## src/rtl/dec_stage.sv

```systemverilog
// RiSC-16 instruction-decode stage.
// Splits the IF/ID instruction into fields, drives register-file read addresses,
// resolves operands by forwarding from EX/MEM/WB, detects load-use hazards and
// registers the ID/EX pipeline register.
module dec_stage #(
  parameter int unsigned p_WORD_LEN     = 16,
  parameter int unsigned p_REG_ADDR_LEN = 3,
  parameter int unsigned p_PC_LEN       = 16
) (
  input  logic                      i_clk,
  input  logic                      i_rst,
  input  logic                      i_valid,
  input  logic [p_WORD_LEN-1:0]     i_instr,
  input  logic [p_PC_LEN-1:0]       i_pc,
  input  logic                      i_flush,
  output logic                      o_stall,
  output logic [p_REG_ADDR_LEN-1:0] o_src1,
  output logic [p_REG_ADDR_LEN-1:0] o_src2,
  input  logic [p_WORD_LEN-1:0]     i_src1_data,
  input  logic [p_WORD_LEN-1:0]     i_src2_data,
  input  logic [p_WORD_LEN-1:0]     i_ex_result,
  input  logic                      i_mem_wr_en,
  input  logic [p_REG_ADDR_LEN-1:0] i_mem_tgt,
  input  logic [p_WORD_LEN-1:0]     i_mem_data,
  input  logic                      i_wb_wr_en,
  input  logic [p_REG_ADDR_LEN-1:0] i_wb_tgt,
  input  logic [p_WORD_LEN-1:0]     i_wb_data,
  output logic                      o_valid,
  output logic [2:0]                o_op,
  output logic [p_REG_ADDR_LEN-1:0] o_tgt,
  output logic                      o_wr_en,
  output logic [p_WORD_LEN-1:0]     o_opA,
  output logic [p_WORD_LEN-1:0]     o_opB,
  output logic [p_WORD_LEN-1:0]     o_imm,
  output logic [p_PC_LEN-1:0]       o_pc
);

  localparam logic [2:0] OP_ADD  = 3'd0;
  localparam logic [2:0] OP_ADDI = 3'd1;
  localparam logic [2:0] OP_NAND = 3'd2;
  localparam logic [2:0] OP_LUI  = 3'd3;
  localparam logic [2:0] OP_SW   = 3'd4;
  localparam logic [2:0] OP_LW   = 3'd5;
  localparam logic [2:0] OP_BEQ  = 3'd6;
  localparam logic [2:0] OP_JALR = 3'd7;

  localparam int unsigned IMM7_LEN  = 7;
  localparam int unsigned IMM10_LEN = 10;

  logic [2:0]                op;
  logic [p_REG_ADDR_LEN-1:0] ra;
  logic [p_REG_ADDR_LEN-1:0] rb;
  logic [p_REG_ADDR_LEN-1:0] rc;
  logic [p_WORD_LEN-1:0]     imm_sext7;
  logic [p_WORD_LEN-1:0]     imm_lui;

  logic [p_REG_ADDR_LEN-1:0] src1;
  logic [p_REG_ADDR_LEN-1:0] src2;
  logic [p_WORD_LEN-1:0]     dec_imm;
  logic                      dec_wr_en;
  logic [p_WORD_LEN-1:0]     opa_fwd;
  logic [p_WORD_LEN-1:0]     opb_fwd;
  logic                      ex_fwd_en;
  logic                      src1_hit;
  logic                      src2_hit;

  // Instruction field extraction
  assign op        = i_instr[15:13];
  assign ra        = p_REG_ADDR_LEN'(i_instr[12:10]);
  assign rb        = p_REG_ADDR_LEN'(i_instr[9:7]);
  assign rc        = p_REG_ADDR_LEN'(i_instr[2:0]);
  assign imm_sext7 = {{(p_WORD_LEN-IMM7_LEN){i_instr[6]}}, i_instr[6:0]};
  assign imm_lui   = {i_instr[9:0], {(p_WORD_LEN-IMM10_LEN){1'b0}}};

  // Operand-source select, immediate expansion and write-enable decode
  always_comb begin
    src1      = '0;
    src2      = '0;
    dec_imm   = '0;
    dec_wr_en = 1'b0;
    case (op)
      OP_ADD, OP_NAND: begin
        src1      = rb;
        src2      = rc;
        dec_wr_en = (ra != '0);
      end
      OP_ADDI: begin
        src1      = rb;
        dec_imm   = imm_sext7;
        dec_wr_en = (ra != '0);
      end
      OP_LUI: begin
        dec_imm   = imm_lui;
        dec_wr_en = (ra != '0);
      end
      OP_SW: begin
        src1    = rb;
        src2    = ra;
        dec_imm = imm_sext7;
      end
      OP_LW: begin
        src1      = rb;
        dec_imm   = imm_sext7;
        dec_wr_en = (ra != '0);
      end
      OP_BEQ: begin
        src1    = ra;
        src2    = rb;
        dec_imm = imm_sext7;
      end
      OP_JALR: begin
        src1      = rb;
        dec_wr_en = (ra != '0);
      end
      default: begin
        src1 = '0;
      end
    endcase
  end

  assign o_src1 = src1;
  assign o_src2 = src2;

  // A load in EX has no result yet, so it must not be forwarded from EX
  assign ex_fwd_en = o_valid & o_wr_en & (o_op != OP_LW);

  // Operand A forwarding: r0, then EX, MEM, WB, register file
  always_comb begin
    opa_fwd = i_src1_data;
    if (src1 == '0) begin
      opa_fwd = '0;
    end else if (ex_fwd_en && (o_tgt == src1)) begin
      opa_fwd = i_ex_result;
    end else if (i_mem_wr_en && (i_mem_tgt == src1)) begin
      opa_fwd = i_mem_data;
    end else if (i_wb_wr_en && (i_wb_tgt == src1)) begin
      opa_fwd = i_wb_data;
    end
  end

  // Operand B forwarding: same priority as operand A
  always_comb begin
    opb_fwd = i_src2_data;
    if (src2 == '0) begin
      opb_fwd = '0;
    end else if (ex_fwd_en && (o_tgt == src2)) begin
      opb_fwd = i_ex_result;
    end else if (i_mem_wr_en && (i_mem_tgt == src2)) begin
      opb_fwd = i_mem_data;
    end else if (i_wb_wr_en && (i_wb_tgt == src2)) begin
      opb_fwd = i_wb_data;
    end
  end

  // Load-use hazard: a used nonzero source matches the load target in EX
  assign src1_hit = (src1 != '0) && (src1 == o_tgt);
  assign src2_hit = (src2 != '0) && (src2 == o_tgt);
  assign o_stall  = i_valid & o_valid & (o_op == OP_LW) & o_wr_en &
                    (src1_hit | src2_hit) & ~i_flush;

  // ID/EX pipeline register: reset, flush/stall bubble, or load decoded fields
  always_ff @(posedge i_clk) begin
    if (i_rst) begin
      o_valid <= 1'b0;
      o_op    <= '0;
      o_tgt   <= '0;
      o_wr_en <= 1'b0;
      o_opA   <= '0;
      o_opB   <= '0;
      o_imm   <= '0;
      o_pc    <= '0;
    end else if (i_flush || o_stall) begin
      o_valid <= 1'b0;
      o_wr_en <= 1'b0;
    end else begin
      o_valid <= i_valid;
      o_op    <= op;
      o_tgt   <= ra;
      o_wr_en <= dec_wr_en & i_valid;
      o_opA   <= opa_fwd;
      o_opB   <= opb_fwd;
      o_imm   <= dec_imm;
      o_pc    <= i_pc;
    end
  end

endmodule
```

## config.mk

```make
export PLATFORM = sky130hd
export DESIGN_NAME = dec_stage
export DESIGN_NICKNAME = d
export VERILOG_FILES = /design/src/rtl/dec_stage.sv
export SDC_FILE = /design/constraint.sdc
export NUM_CORES = 1
export LEC_CHECK = 0
export CAP_MARGIN = 20
export CORE_MARGIN = 10
export CORE_UTILIZATION = 38
export CTS_CLUSTER_DIAMETER = 150
export CTS_CLUSTER_SIZE = 16
export DETAILED_ROUTE_END_ITERATION = 10
export PLACE_DENSITY = 0.73
export SLEW_MARGIN = 0
export SYNTH_ARGS = -nofsm -noshare
export SYNTH_HDL_FRONTEND = slang
export SYNTH_SLANG_ARGS = --single-unit
```

## constraint.sdc

```tcl
create_clock -name i_clk -period 2.4 [get_ports i_clk]
set_clock_uncertainty 0.15 [all_clocks]
set_input_delay 0.24 -clock i_clk [delete_from_list [all_inputs] [get_ports i_clk]]
set_output_delay 0.24 -clock i_clk [all_outputs]
set_load 0.02 [all_outputs]
```

==> insert_results.sql, run 1 <==
INSERT INTO impl_metrics (metric_group, metric, value, unit) VALUES
('status', 'outcome', 'finished with violations', ''),
('status', 'violated_checks', 'negative setup slack', ''),
('grt', 'antenna_found_initial', '0', ''),
('setup_path', 'critical_path.most_common_cell', 'sky130_fd_sc_hd__a31o_1', ''),
('finish', 'antennaDiodeCount', '0', ''),
('synthesis', 'synth_top_family_by_area', 'compound AO/OA/AOI/OAI gates', ''),
('setup_path', 'crit_type', 'reg2reg', ''),
('synthesis', 'synth_fp_nets', '663', ''),
('synthesis', 'synth_compound_area_share', '30.2', '%'),
('routing', 'detail_route.wirelength.met1', '7.87', 'mm'),
('cts', 'postCtsHoldBufs', '0', ''),
('finish', 'final_area', '8260', 'um^2'),
('synthesis', 'netlist_area', '4500', 'um^2'),
('floorplan', 'design.core.area', '11500', 'um^2'),
('worst_hold_path', 'min-delay-start', 'i_rst', ''),
('sta', 'timing.final.hold_violations', '0', ''),
('finish', 'layout-drive-gt1-share', '25.6', '%'),
('synthesis', 'synth-simple-area-share', '23.2', '%'),
('synthesis', 'synth_fa_ha_area_share', '0', '%'),
('routing', 'vias_per_cell', '5.87', ''),
('worst_hold_path', 'worst_hold_path.num_cells', '2', ''),
('synthesis', 'post_synth_xor_area_fraction', '2.53', '%'),
('pwr', 'power_per_cell_area', '512', 'nW/um^2'),
('run', 'cap_violations', '0', ''),
('sta', 'postLayoutSetupSlackWorst', '-22.6', 'ps'),
('sta', 'hold_ws', '110', 'ps'),
('grt', 'first_global_vias', '5684', ''),
('worst_hold_path', 'hold_path.class', 'in2reg', ''),
('cts', 'clk_pin_slew', '70', 'ps'),
('cts', 'cts_buffers', '9', ''),
('synthesis', 'yosysSeqAreaShare', '32.0', '%'),
('finish', 'finish.net_count', '931', ''),
('floorplan', 'placementRows', '39', ''),
('setup_path', 'cp-end-kind', 'flip-flop', ''),
('setup_path', 'slowest_delay', '370', 'ps'),
('cts', 'clock-sinks', '72', ''),
('pwr', 'static-leakage-power', '3.30', 'nW'),
('synthesis', 'post_synth_mux_area_share', '4.70', '%'),
('sta', 'report.final.slew_viol_count', '0', ''),
('sta', 'setup_viol', '7', ''),
('routing', 'vias', '5607', ''),
('floorplan', 'initial_core_util', '39.1', '%'),
('synthesis', 'yosysUniqueCellTypes', '54', ''),
('sta', 'final_period_minus_worst_setup_slack', '2420', 'ps'),
('routing', 'detailedRoute.firstIterationViolations', '580', ''),
('sta', 'transition_time_of_the_tightest_slew_check_pin', '676', 'ps'),
('place', 'hpwl', '14.6', 'mm'),
('synthesis', 'syn-mean-instance-area', '8.35', 'um^2'),
('cts', 'clock_latency', '340', 'ps'),
('routing', 'drc', '0', ''),
('setup_path', 'setup.reg_to_reg.worst_slack', '-20', 'ps'),
('grt', 'grt_max_degree', '49', ''),
('sta', 'final_min_period_over_clock_period', '101', '%'),
('routing', 'dr.pass1.iters', '5', ''),
('grt', 'global_route_wire_length_before_repair', '31.3', 'mm'),
('sta', 'final.setup.tns', '-104', 'ps'),
('cts', 'cts_htree_levels', '3', ''),
('setup_path', 'worstRegToRegCells', '10', ''),
('finish', 'areaGrowthSynthToFinish', '83.5', '%'),
('setup_path', 'critical_path_arrival', '2500', 'ps'),
('cts', 'cts_buffer_depth', '2', ''),
('synthesis', 'synth_enable_flop_cells', '0', ''),
('grt', 'sum_of_overflow_across_all_layers_after_global_routing', '0', ''),
('synthesis', 'synth_cells', '539', ''),
('synthesis', 'asyncSetResetFlopFracSynth', '0', '%'),
('sta', 'slew-limit-headroom', '54.9', '%'),
('grt', 'grtUsageTotal', '23.6', '%'),
('setup_path', 'crit_path_cell_trace', 'buf_6 > o311a_1 > nor4_2 > buf_4 > a31o_1 > or2_4 > buf_12 > clkbuf_16 > a31o_1 > a31o_1', ''),
('finish', 'most-common-layout-cells', '185 x sky130_fd_sc_hd__clkdlybuf4s50_1, 70 x sky130_fd_sc_hd__dfxtp_1, 69 x sky130_fd_sc_hd__nand2_1, 56 x sky130_fd_sc_hd__buf_4, 32 x sky130_fd_sc_hd__a21oi_1', ''),
('floorplan', 'die-height', '129', 'um'),
('synthesis', 'yosys_most_used_dff', 'sky130_fd_sc_hd__dfxtp_1', '');
timing repair:
item,4_1_cts,5_1_grt
gates cloned,5,5
pin swaps,20,25
setup buffers,17,9
resized for setup,71,51
setup endpoints to repair,79,72
kinds of logic (layout without fill, tap and decap cells):
family	after synthesis	count (layout)
and+or+nand+nor	202	202
AOI/OAI and AO/OA	162	162
DFF	72	72
buffers and inverters	69	342
muxes	21	21
xor gates and xnor gates	13	13
power by group:
group	internal (W)	switching, W	total (W)
Clock	0.000938	0.000548	0.00149
Sequential	0.00127	0.0000544	0.00133
Combinational	0.000738	0.000676	0.00141
Total	0.00295	0.00128	0.00423
routing by layer:
metal	global-route usage, %	up-vias
li1	-	2539
met1	25.9	2681
met2	41.6	321
met3	7.43	66
met4	9.63	0
met5	0	-
sequential cells by signal, summed over array words and instances, names as in the netlist:
| register | cells |
|---|---|
| o_imm | 16 |
| o_opA | 16 |
| o_opB | 16 |
| o_pc | 16 |
| o_op | 3 |
| o_tgt | 3 |
| o_valid | 1 |
| o_wr_en | 1 |
cell type report:
type / instances / area (um^2)
timing repair buffer: 302 / 3140
clock buffer: 11 / 243
sequential: 72 / 1450
clock inverter: 5 / 80.1
inverter: 24 / 90.1
fill: 857 / 3250
tap: 143 / 179
multi-input combinational: 398 / 3080
critical path: cells and delay by family (launching register included):
kind | cells | cell delay [ps]
AOI/OAI and AO/OA | 4 | 760
buffers and inverters | 4 | 630
and+or+nand+nor | 2 | 390
DFF | 1 | 370
stage by stage:
step / utilization, % / instances / power, W
floorplan: - / 539 / 0.00190
global placement: 62.5 / 905 / 0.00253
detailed placement: 62.5 / 905 / 0.00256
CTS: 69.2 / 942 / 0.00414
global route: 71.7 / 955 / 0.00437
finish: 71.7 / 955 / 0.00423
worst max-delay path by stage:
stage	slack, ps	to
5_1_grt	-70	o_stall
6_report	-20	o_opB[13]
3_3_place_gp	-790	o_opB[9]
4_1_cts	-20	o_opB[1]
3_5_place_dp	-890	o_opA[14]
2_1_floorplan	-220	o_opB[3]
Yosys cell counts (all sizes together), types with 2 or more instances:
library cell  instances  area share (%)
and4                 17             3.3
a21oi                32             3.6
or3b                  2            0.39
o21ai                 3            0.33
o311a                 2            0.44
nand3                24             2.7
xor2                  4            0.78
nor3                 11             1.2
or2                   2            0.28
buf                  18             3.1
a211oi               15             3.3
a22oi                16             2.7
a2111oi               3            0.61
inv                  24             2.0
and3                  4            0.56
dfxtp                72              32
a31o                 33             6.4
a221oi               17             5.5
nand2                70             5.8
nor4                  3            0.83
a211o                16             3.1
nor2                 35             3.0
and2                  4            0.56
xnor2                 9             1.8
o22ai                 2            0.28
and4b                 3            0.67
mux2i                20             4.4
o211ai               17             2.8
o31ai                 2            0.44
clkbuf               27             2.3
nand2b               21             2.9
nand4                 3            0.56
(Power assumes the default switching activity.)
==> run 2, diff against run 1 <==
clock period = 2.1 ns   (was 2.4 ns; I/O delays follow)
==> run 2 against run 1 <==
Against the previous run:
- the run still ends with negative setup slack left
- global-route usage rose by 1.6 points
- core utilization rose by 8.0 points
- die area did not move
- first-iteration DRC count fell by 10%
==> insert_results.sql, run 2 (synthesis gave the netlist of run 1 again) <==
INSERT INTO impl_metrics (metric_group, metric, value, unit) VALUES
('run', 'cap_violations', '0', ''),
('routing', 'routed_wire_length_per_instance', '24.5', 'um'),
('cts', 'clock-sinks', '72', ''),
('pwr', 'static-leakage-power', '3.69', 'nW'),
('routing', 'drc', '0', ''),
('sta', 'report.final.slew_viol_count', '0', ''),
('sta', 'grt_setup_unrepaired', 'true', ''),
('finish', 'final_area', '9190', 'um^2'),
('grt', 'sum_of_overflow_across_all_layers_after_global_routing', '0', ''),
('worst_hold_path', 'hold_path.class', 'in2reg', ''),
('finish', 'layout-drive-gt1-share', '37.9', '%'),
('floorplan', 'io_pins', '203', ''),
('cts', 'cts_buffers', '9', ''),
('finish', 'antennaDiodeCount', '0', ''),
('floorplan', 'die_w', '129', 'um'),
('setup_path', 'cpLargestDelayFamily', 'buffers and inverters', ''),
('setup_path', 'worst_setup_path_start_kind', 'primary input', ''),
('pwr', 'power_per_cell_area', '539', 'nW/um^2'),
('cts', 'clk_pin_slew', '60', 'ps'),
('cts', 'cts_buffer_depth', '2', ''),
('finish', 'layout_commonest_cell', 'sky130_fd_sc_hd__clkdlybuf4s50_1', ''),
('sta', 'slew-limit-headroom', '50.5', '%'),
('status', 'violated_checks', 'negative setup slack', ''),
('worst_hold_path', 'worst_hold_path.num_cells', '2', ''),
('setup_path', 'timing.critical_path.slowest_stage_cell', 'sky130_fd_sc_hd__a211oi_4', ''),
('pwr', 'worst_ir_drop_vdd', '0.614', 'mV'),
('setup_path', 'setup.reg_to_reg.worst_slack', '-280', 'ps'),
('sta', 'final_min_period_over_clock_period', '115', '%'),
('floorplan', 'die-height', '129', 'um'),
('place', 'globalplace.congestion', '0.890', ''),
('floorplan', 'placementRows', '39', ''),
('setup_path', 'required', '2150', 'ps'),
('place', 'placedInstanceArea', '7340', 'um^2'),
('setup_path', 'capturing_point_of_the_worst_reg2reg_path', 'o_opB[12]', ''),
('routing', 'detailedRoute.firstIterationViolations', '522', ''),
('setup_path', 'crit_path_cell_trace', 'buf_6 > buf_6 > and4b_1 > a211oi_4 > buf_6 > xnor2_4 > nor4_4 > buf_4 > nor2_4 > buf_6 > buf_12 > buf_12 > clkbuf_16 > nand2_4 > a21oi_2', ''),
('place', 'io_buffers', '202', ''),
('cts', 'clock_latency', '340', 'ps'),
('worst_hold_path', 'min-delay-start', 'i_rst', ''),
('setup_path', 'r2r-start', 'o_tgt[1]', ''),
('setup_path', 'critical_path.most_common_cell', 'sky130_fd_sc_hd__buf_6', ''),
('cts', 'cts_htree_levels', '3', ''),
('finish', 'most-common-layout-cells', '182 x sky130_fd_sc_hd__clkdlybuf4s50_1, 70 x sky130_fd_sc_hd__dfxtp_1, 68 x sky130_fd_sc_hd__buf_4, 43 x sky130_fd_sc_hd__nand2_1, 27 x sky130_fd_sc_hd__buf_6', ''),
('setup_path', 'critical_path_arrival', '2470', 'ps'),
('floorplan', 'fp.dieArea', '16600', 'um^2'),
('floorplan', 'initial_core_util', '39.1', '%'),
('floorplan', 'design.core.area', '11500', 'um^2'),
('grt', 'global_route_wire_length_before_repair', '33.5', 'mm'),
('grt', 'first_global_vias', '5967', ''),
('setup_path', 'crit_buf_inv', '8', ''),
('sta', 'postLayoutSetupSlackWorst', '-321', 'ps'),
('grt', 'grt_max_degree', '49', ''),
('sta', 'timing.final.hold_violations', '0', ''),
('grt', 'grtUsageTotal', '25.3', '%'),
('routing', 'route.antenna.remaining_nets', '0', ''),
('finish', 'areaGrowthSynthToFinish', '104', '%'),
('finish', 'finish.net_count', '961', ''),
('cts', 'cts_root_buf', 'sky130_fd_sc_hd__clkbuf_16', ''),
('setup_path', 'worstRegToRegCells', '10', ''),
('status', 'outcome', 'finished with violations', ''),
('setup_path', 'crit_path_max_fanout', '8', ''),
('grt', 'antenna_found_initial', '0', ''),
('routing', 'dr.pass1.iters', '5', ''),
('routing', 'wirelength', '24.1', 'mm'),
('setup_path', 'cp-end-kind', 'flip-flop', ''),
('worst_hold_path', 'min_delay_worst_endpoint', 'o_opA[1]', ''),
('place', 'dp_worst_setup_slack', '-1190', 'ps'),
('routing', 'vias_per_cell', '5.94', ''),
('sta', 'max_clock_freq', '413', 'MHz'),
('cts', 'tritoncts', 'built', ''),
('finish', 'fill_cells', '676', ''),
('routing', 'vias', '5850', ''),
('sta', 'setup_viol', '72', ''),
('place', 'hpwl', '15.2', 'mm'),
('setup_path', 'slowest_delay', '320', 'ps'),
('sta', 'transition_time_of_the_tightest_slew_check_pin', '742', 'ps'),
('sta', 'final_period_minus_worst_setup_slack', '2420', 'ps'),
('setup_path', 'crit_type', 'in2reg', '');
run 2: cell count changes in the layout (fill, tap and decap cells not counted), sizes merged, moves of 2 or more:
cell / delta
buf: +33
clkbuf: -2
clkdlybuf4s15: -2
clkdlybuf4s50: -3
clkinv: +2
run 2: report_power, final:
group,internal [W],switching (W)
sequential,0.00146,0.0000679
clock,0.000928,0.000658
combinational,0.000965,0.000875
total,0.00335,0.00160
run 2: metal layers:
metal	part of all wire, %	track usage, %	vias up
met4	3.7	8.56	0
met3	8.8	9.08	66
li1	-	-	2604
met2	51	44.9	283
met1	36	27.3	2897
met5	0	0	-
run 2: how the worst max path moves through the flow:
stage          depth (start not counted)   endpoint   startpoint
6_report                              15    o_op[0]  i_instr[13]
5_1_grt                               15  o_imm[11]  i_instr[13]
4_1_cts                                9    o_stall  i_instr[12]
3_5_place_dp                           8    o_stall  i_instr[14]
3_3_place_gp                           8    o_stall  i_instr[14]
2_1_floorplan                         10   o_opB[3]  i_instr[14]
run 2: per-stage QoR:
stage          std cells  setup TNS, ps  utilization, %  hold WS, ps  power, W
2_1_floorplan        539         -28290               -          196   0.00218
3_3_place_gp         921         -81780            63.7          290   0.00293
3_5_place_dp         921         -82180            63.7          293   0.00295
4_1_cts              971         -12530            74.3         69.7   0.00474
5_1_grt              985         -21790            79.8         93.4   0.00510
6_report             985         -17330            79.8         74.8   0.00495
run 2: what timing repair did:
action / 4_1_cts / 5_1_grt
resized for setup: 136 / 133
gates cloned: 12 / 5
hold endpoints to repair: 1 / 0
pin swaps: 47 / 54
setup buffers: 21 / 16
hold buffers: 1 / 0
endpoints found under the setup margin: 79 / 73
run 2: layout make-up:
| type | instances | area (um^2) | share of cell area [%] |
|---|---|---|---|
| Clock buffer | 10 | 229 | 2.49 |
| Clock inverter | 6 | 68.8 | 0.749 |
| Inverter | 24 | 90.1 | 0.981 |
| Multi-Input combinational cell | 398 | 3570 | 38.9 |
| Sequential cell | 72 | 1440 | 15.7 |
| Tap cell | 143 | 179 | 1.95 |
| Timing Repair Buffer | 332 | 3600 | 39.2 |
